===== src/rtl/dlx_pkg.sv =====
// Shared writeback-stage definitions: result kinds, FIFO geometry, entry layout.
package dlx_pkg;

    // Encoding of the MEM-stage result kind presented on in_kind.
    typedef enum logic [2:0] {
        KIND_ALU  = 3'd0,
        KIND_LB   = 3'd1,
        KIND_LBU  = 3'd2,
        KIND_LH   = 3'd3,
        KIND_LHU  = 3'd4,
        KIND_LW   = 3'd5,
        KIND_JAL  = 3'd6,
        KIND_NONE = 3'd7
    } kind_e;

    localparam int FIFO_DEPTH = 2;
    localparam int RETIRE_W   = 16;
    localparam int PTR_W      = $clog2(FIFO_DEPTH);
    localparam int CNT_W      = $clog2(FIFO_DEPTH + 1);

    // One buffered writeback: write intents are resolved at push time and
    // data already holds the final aligned/extended value (or link address).
    typedef struct packed {
        logic        wr_reg;
        logic        wr_r31;
        logic [4:0]  rd;
        logic [31:0] data;
    } wb_entry_t;

    // ALU results and every load flavour target the general register file.
    function automatic logic kind_writes_reg(kind_e kind);
        return kind inside {KIND_ALU, KIND_LB, KIND_LBU, KIND_LH, KIND_LHU, KIND_LW};
    endfunction

endpackage


===== src/rtl/load_align.sv =====
// Big-endian load extraction: selects byte/halfword by offset and extends it.
module load_align
    import dlx_pkg::*;
(
    input  kind_e       kind,
    input  logic [31:0] mem_data,
    input  logic [1:0]  addr_lo,
    output logic [31:0] load_data
);

    logic [7:0]  byte_sel;
    logic [15:0] half_sel;

    // Pick the addressed byte/halfword and apply sign or zero extension.
    always_comb begin
        // NOTE: every output gets a default first so no path leaves it unassigned (no latch).
        byte_sel  = mem_data[31:24];
        half_sel  = addr_lo[1] ? mem_data[15:0] : mem_data[31:16];
        load_data = mem_data;
        case (addr_lo)
            2'd0:    byte_sel = mem_data[31:24];
            2'd1:    byte_sel = mem_data[23:16];
            2'd2:    byte_sel = mem_data[15:8];
            default: byte_sel = mem_data[7:0];
        endcase
        case (kind)
            KIND_LB:  load_data = {{24{byte_sel[7]}}, byte_sel};
            KIND_LBU: load_data = {24'd0, byte_sel};
            KIND_LH:  load_data = {{16{half_sel[15]}}, half_sel};
            KIND_LHU: load_data = {16'd0, half_sel};
            default:  load_data = mem_data;
        endcase
    end

endmodule


===== src/rtl/regfile_writeback.sv =====
// Writeback stage: 2-entry result buffer feeding registered register-file and
// link-register write ports, with a retirement counter.
// Optional head forwarding outputs are enabled by defining REGFILE_WB_FORWARD_EN.
module regfile_writeback
    import dlx_pkg::*;
(
    input  logic                clk,
    input  logic                rst,
    input  logic                in_valid,
    output logic                in_ready,
    input  logic [4:0]          in_rd,
    input  logic [2:0]          in_kind,
    input  logic [31:0]         in_result,
    input  logic [31:0]         in_mem_data,
    input  logic [1:0]          in_addr_lo,
    input  logic [31:0]         in_link,
    input  logic                hold,
    output logic                writenable,
    output logic [4:0]          writesel,
    output logic [31:0]         Din,
    output logic                r31_en,
    output logic [31:0]         register31,
    output logic [RETIRE_W-1:0] retire_count
`ifdef REGFILE_WB_FORWARD_EN
    ,
    output logic                fwd_valid,
    output logic [4:0]          fwd_rd,
    output logic [31:0]         fwd_data
`endif
);

    kind_e       in_kind_e;
    logic [31:0] load_data;
    wb_entry_t   in_entry;
    wb_entry_t   head;
    wb_entry_t   src;

    wb_entry_t   mem_q [FIFO_DEPTH];
    wb_entry_t   mem_d [FIFO_DEPTH];

    logic [CNT_W-1:0]    count_q, count_d;
    logic [PTR_W-1:0]    rd_ptr_q, rd_ptr_d;
    logic [PTR_W-1:0]    wr_ptr_q, wr_ptr_d;
    logic                writenable_q, writenable_d;
    logic [4:0]          writesel_q, writesel_d;
    logic [31:0]         din_q, din_d;
    logic                r31_en_q, r31_en_d;
    logic [31:0]         register31_q, register31_d;
    logic [RETIRE_W-1:0] retire_count_q, retire_count_d;

    logic push, pop, bypass, store, retire, have_head;

    assign in_kind_e = kind_e'(in_kind);

    load_align u_load_align (
        .kind      (in_kind_e),
        .mem_data  (in_mem_data),
        .addr_lo   (in_addr_lo),
        .load_data (load_data)
    );

    // Build the buffered entry from the incoming MEM-stage result.
    always_comb begin
        in_entry        = '0;
        in_entry.rd     = in_rd;
        in_entry.wr_reg = kind_writes_reg(in_kind_e) && (in_rd != 5'd0);
        in_entry.wr_r31 = (in_kind_e == KIND_JAL);
        case (in_kind_e)
            KIND_ALU:  in_entry.data = in_result;
            KIND_JAL:  in_entry.data = in_link;
            KIND_NONE: in_entry.data = '0;
            default:   in_entry.data = load_data;
        endcase
    end

    // Handshake, pop/bypass decisions and next state of FIFO and write ports.
    // An entry arriving into an empty, un-held buffer skips storage so its
    // write lands on the very next cycle.
    always_comb begin
        in_ready  = (count_q < CNT_W'(FIFO_DEPTH));
        have_head = (count_q != '0);
        head      = mem_q[rd_ptr_q];
        push      = in_valid && in_ready;
        pop       = have_head && !hold;
        bypass    = !have_head && push && !hold;
        store     = push && !bypass;
        retire    = pop || bypass;
        src       = have_head ? head : in_entry;

        mem_d = mem_q;
        if (store) begin
            mem_d[wr_ptr_q] = in_entry;
        end
        count_d  = count_q + CNT_W'(store) - CNT_W'(pop);
        wr_ptr_d = wr_ptr_q + PTR_W'(store);
        rd_ptr_d = rd_ptr_q + PTR_W'(pop);

        writenable_d   = retire && src.wr_reg;
        writesel_d     = (retire && src.wr_reg) ? src.rd : writesel_q;
        din_d          = (retire && src.wr_reg) ? src.data : din_q;
        r31_en_d       = retire && src.wr_r31;
        register31_d   = (retire && src.wr_r31) ? src.data : register31_q;
        retire_count_d = retire_count_q + RETIRE_W'(retire);
    end

    // Control state and registered write ports, cleared by synchronous reset.
    always_ff @(posedge clk) begin
        // NOTE: sequential state uses non-blocking assignments so every flop samples pre-edge values.
        if (rst) begin
            count_q        <= '0;
            rd_ptr_q       <= '0;
            wr_ptr_q       <= '0;
            writenable_q   <= 1'b0;
            writesel_q     <= '0;
            din_q          <= '0;
            r31_en_q       <= 1'b0;
            register31_q   <= '0;
            retire_count_q <= '0;
        end else begin
            count_q        <= count_d;
            rd_ptr_q       <= rd_ptr_d;
            wr_ptr_q       <= wr_ptr_d;
            writenable_q   <= writenable_d;
            writesel_q     <= writesel_d;
            din_q          <= din_d;
            r31_en_q       <= r31_en_d;
            register31_q   <= register31_d;
            retire_count_q <= retire_count_d;
        end
    end

    // Entry storage; validity is tracked solely by count_q.
    always_ff @(posedge clk) begin
        // NOTE: storage is not reset; stale slots are unreachable once count_q is cleared.
        mem_q <= mem_d;
    end

    assign writenable   = writenable_q;
    assign writesel     = writesel_q;
    assign Din          = din_q;
    assign r31_en       = r31_en_q;
    assign register31   = register31_q;
    assign retire_count = retire_count_q;

`ifdef REGFILE_WB_FORWARD_EN
    // Expose the buffer head so earlier stages can bypass pending writes.
    always_comb begin
        fwd_valid = have_head && (head.wr_reg || head.wr_r31);
        fwd_rd    = head.wr_r31 ? 5'd31 : head.rd;
        fwd_data  = head.data;
    end
`endif

endmodule


===== config.mk =====
export PLATFORM = sky130hd
export DESIGN_NAME = regfile_writeback
export DESIGN_NICKNAME = d
export VERILOG_FILES = /design/src/rtl/dlx_pkg.sv /design/src/rtl/load_align.sv /design/src/rtl/regfile_writeback.sv
export SDC_FILE = /design/constraint.sdc
export NUM_CORES = 1
export LEC_CHECK = 0
export CELL_PAD_IN_SITES_DETAIL_PLACEMENT = 0
export CELL_PAD_IN_SITES_GLOBAL_PLACEMENT = 1
export CORE_MARGIN = 2
export CORE_UTILIZATION = 35
export DETAILED_ROUTE_END_ITERATION = 10
export PLACE_DENSITY = 0.82
export SLEW_MARGIN = 25
export SYNTH_ARGS = -nofsm -noshare
export SYNTH_HDL_FRONTEND = slang
export SYNTH_SLANG_ARGS = --single-unit

===== constraint.sdc =====
create_clock -name clk -period 2.7 [get_ports clk]
set_input_delay 0.54 -clock clk [delete_from_list [all_inputs] [get_ports clk]]
set_output_delay 0.54 -clock clk [all_outputs]
set_load 0.1 [all_outputs]

==> impl_metrics.json <==
{
  "run_status": "finished clean",
  "cts_setup_buffers": 0,
  "wl_per_cell_um": 20.6,
  "grt_antenna_before_repair": 1,
  "end_kind": "register",
  "layout_common_cells": "buf_4, clkdlybuf4s50_1, nand2_1, nor2_1, dfxtp_1",
  "setup_viol": 0,
  "cp_top_family": "multiplexers",
  "synth_top_area_share_pct": 26.0,
  "post_synth_and_or_nand_nor_area_fraction_pct": 15.6,
  "synth_flop_cell": "dfxtp_1",
  "final_layout_size_suffix_gt1_share_pct": 21.7,
  "synth-adder-area-share_pct": 0.832,
  "postRouteAntennaNets": 0,
  "cts-resized-gates": 0,
  "yosys_warnings": 0,
  "yosys.area.top_type": "edfxtp_1",
  "synth_top_family_by_area": "compound AO/OA/AOI/OAI gates",
  "vias_per_cell": 5.63,
  "hold_class": "register to register",
  "grt_max_degree": 92,
  "required_ns": 3.01,
  "ir_drop_v": 0.000467,
  "synth_mux_area_share_pct": 8.32,
  "clock-sinks": 169,
  "port_buffers": 197,
  "maxSlewViolCount": 0,
  "io_pins": 198,
  "final_util_pct": 48.0,
  "syn_nets": 1070,
  "chipHeight_um": 165,
  "gr-usage-all-layers_pct": 22.9,
  "start_util_pct": 35.7,
  "row_count": 58,
  "min_period_ns": 2.30,
  "cts_inserted_buffers": 17,
  "clkTransAtPathRegs_ns": 0.07,
  "synth-compound-area-share_pct": 21.7,
  "cts_buffer_depth": 2,
  "nets": 1282,
  "synth_area_um2": 9020,
  "placed_cells": 1477,
  "finClkSkew_ns": 0.0167,
  "cts_max_level": 4,
  "power_density_nw_per_um2": 884,
  "synthXorXnorAreaFrac_pct": 1.65,
  "synth_area_leaders": "edfxtp_1, dfxtp_1, nand2_1",
  "synth_cell_type_count": 61,
  "multi_input_area_um2": 4360,
  "crit_path_top_delay_cell": "mux4_2",
  "cp.arrival_ns": 2.62,
  "layoutNonFillerInstCount": 1510,
  "clock-root-buffer": "clkbuf_16",
  "worst-path-max-fanout": 16,
  "hpwl_um": 22300,
  "dieArea_um2": 27100,
  "cp.depth": 6,
  "synth_area_per_cell_um2": 9.45,
  "grt_pass1_vias": 8029,
  "hold_viol": 0,
  "cp.buffers_inverters": 1,
  "cp_slowest_stage_delay_ns": 0.58,
  "cts_tree": "built",
  "criticalPathCategory": "input pin to register",
  "vias": 8496,
  "yosysSeqAreaShare_pct": 46.2,
  "clk_latency_ns": 0.44,
  "overflow": 0,
  "rsz0062_at_grt": "false",
  "ys_seq_elements": 169,
  "crit_chain": "clkdlybuf4s50_1 -> mux4_2 -> mux2i_4 -> o21ai_4 -> o311ai_0 -> a21oi_1",
  "coreArea_um2": 25300,
  "first_iter_violations": 903,
  "tightestPinTransition_ns": 0.687,
  "drc": 0,
  "synth_cells": 954,
  "gp_congestion": 0.952,
  "postCtsHoldBufs": 0,
  "fp.dieW_um": 165,
  "p_leak_nw": 4.41,
  "slew_headroom_pct": 54.0,
  "start_kind": "input pin",
  "r2r_cells": 10,
  "synthArstFlopShare_pct": 0,
  "syn2layout_area_growth_pct": 34.4,
  "nFillCells": 2396,
  "seq_area_um2": 4170,
  "period_share_pct": 85.4,
  "drt-total-wl_um": 31100,
  "min_path_cells": 2,
  "drtPass1Iterations": 7,
  "synth_edf_count": 78,
  "drv_cap": 0,
  "layout_commonest_cell": "buf_4",
  "grt_pass1_wl_um": 47100,
  "max_freq_mhz": 434
}
layout make-up:
class	count	area share (%)
antenna	1	0.0206
timing repair buffer	277	21.0
clock buffer	17	3.51
sequential	169	34.4
inverter	23	0.712
multi-input combinational	678	35.9
clock inverter	15	1.06
tap	330	3.41
flip-flops by register name, summed over array words and instances (netlist names):
register and count:
retire_count 16, Din 32, r31_en 1, writesel 5, rd_ptr_q 1, writenable 1
count_q 2, wr_ptr_q 1, mem_q 78, register31 32
per-layer routing:
layer,vias up,share of wire (%),global-route usage (%)
met5,-,0,0
met4,0,3.8,10.4
met3,59,7.5,4.77
met2,392,46,36.0
met1,4062,43,30.3
li1,3983,-,-
cell usage after synthesis, types with 3 or more instances:
cell       count
a211oi_1      15
a21oi_1       79
a22oi_1       31
a31oi_1       24
a32oi_1        7
a41oi_1        8
buf_2         28
buf_4          7
buf_6          7
clkbuf_1      38
dfxtp_1       91
edfxtp_1      78
ha_1           6
inv_1         23
mux2_2        33
mux2i_1       15
mux4_1         7
nand2_1      106
nand3_1        6
nand3b_1       8
nand4_1        3
nor2_1        95
nor2b_1       14
nor3_1        25
nor4b_1       24
o211ai_1      23
o21ai_0       61
o21ai_1        4
o21bai_1       8
o2bb2ai_1      8
o311ai_0       5
o311ai_1       9
o31ai_1        7
or3_1          3
xnor2_1        9
xor2_1         8
kinds of logic after synthesis:
| logic type | count (synthesis) |
|---|---|
| buffers and inverters | 107 |
| AND/OR/NAND/NOR | 297 |
| adder cells (fa/ha/maj) | 6 |
| flip-flops | 169 |
| multiplexers | 57 |
| AO/OA/AOI/OAI | 301 |
| XOR/XNOR | 17 |
worst paths after layout:
check                              startpoint  slack (ns)          endpoint
worst max-delay path            in_addr_lo[0]        0.40           Din[17]
worst min-delay path            register31[4]        0.45     register31[4]
worst max register to register     count_q[0]        0.57  retire_count[12]
worst min register to register  register31[4]        0.45     register31[4]
stage by stage:
| stage | total power (W) | setup slack [ns] | area, um2 | hold WS [ns] | setup TNS, ns |
|---|---|---|---|---|---|
| after floorplan | 0.00695 | 0.000442 | 9020 | 0.535 | 0 |
| after global placement | 0.00833 | -0.0441 | 11600 | 0.443 | -0.358 |
| after detailed placement | 0.00838 | -0.0649 | 11600 | 0.447 | -0.568 |
| after CTS | 0.0107 | 0.388 | 12100 | 0.456 | 0 |
| after global routing | 0.0112 | 0.255 | 12100 | 0.467 | 0 |
| final | 0.0107 | 0.395 | 12100 | 0.455 | 0 |
power breakdown:
| group | switching (W) | leakage (nW) | internal (W) |
|---|---|---|---|
| sequential | 0.000247 | 1.47 | 0.00316 |
| clock | 0.00115 | 0.277 | 0.00122 |
| combinational | 0.00352 | 2.67 | 0.00141 |
worst register-to-register path: stages (launching register included):
cell     delay, ns
dfxtp_1       0.46
or2_2         0.17
nor2_1        0.03
nor2_1        0.10
ha_1          0.20
ha_1          0.21
nand4_1       0.20
nor3_2        0.32
nand3_1       0.13
xor2_1        0.15
nor2_1        0.05
Power figures use the tool's default switching activity.
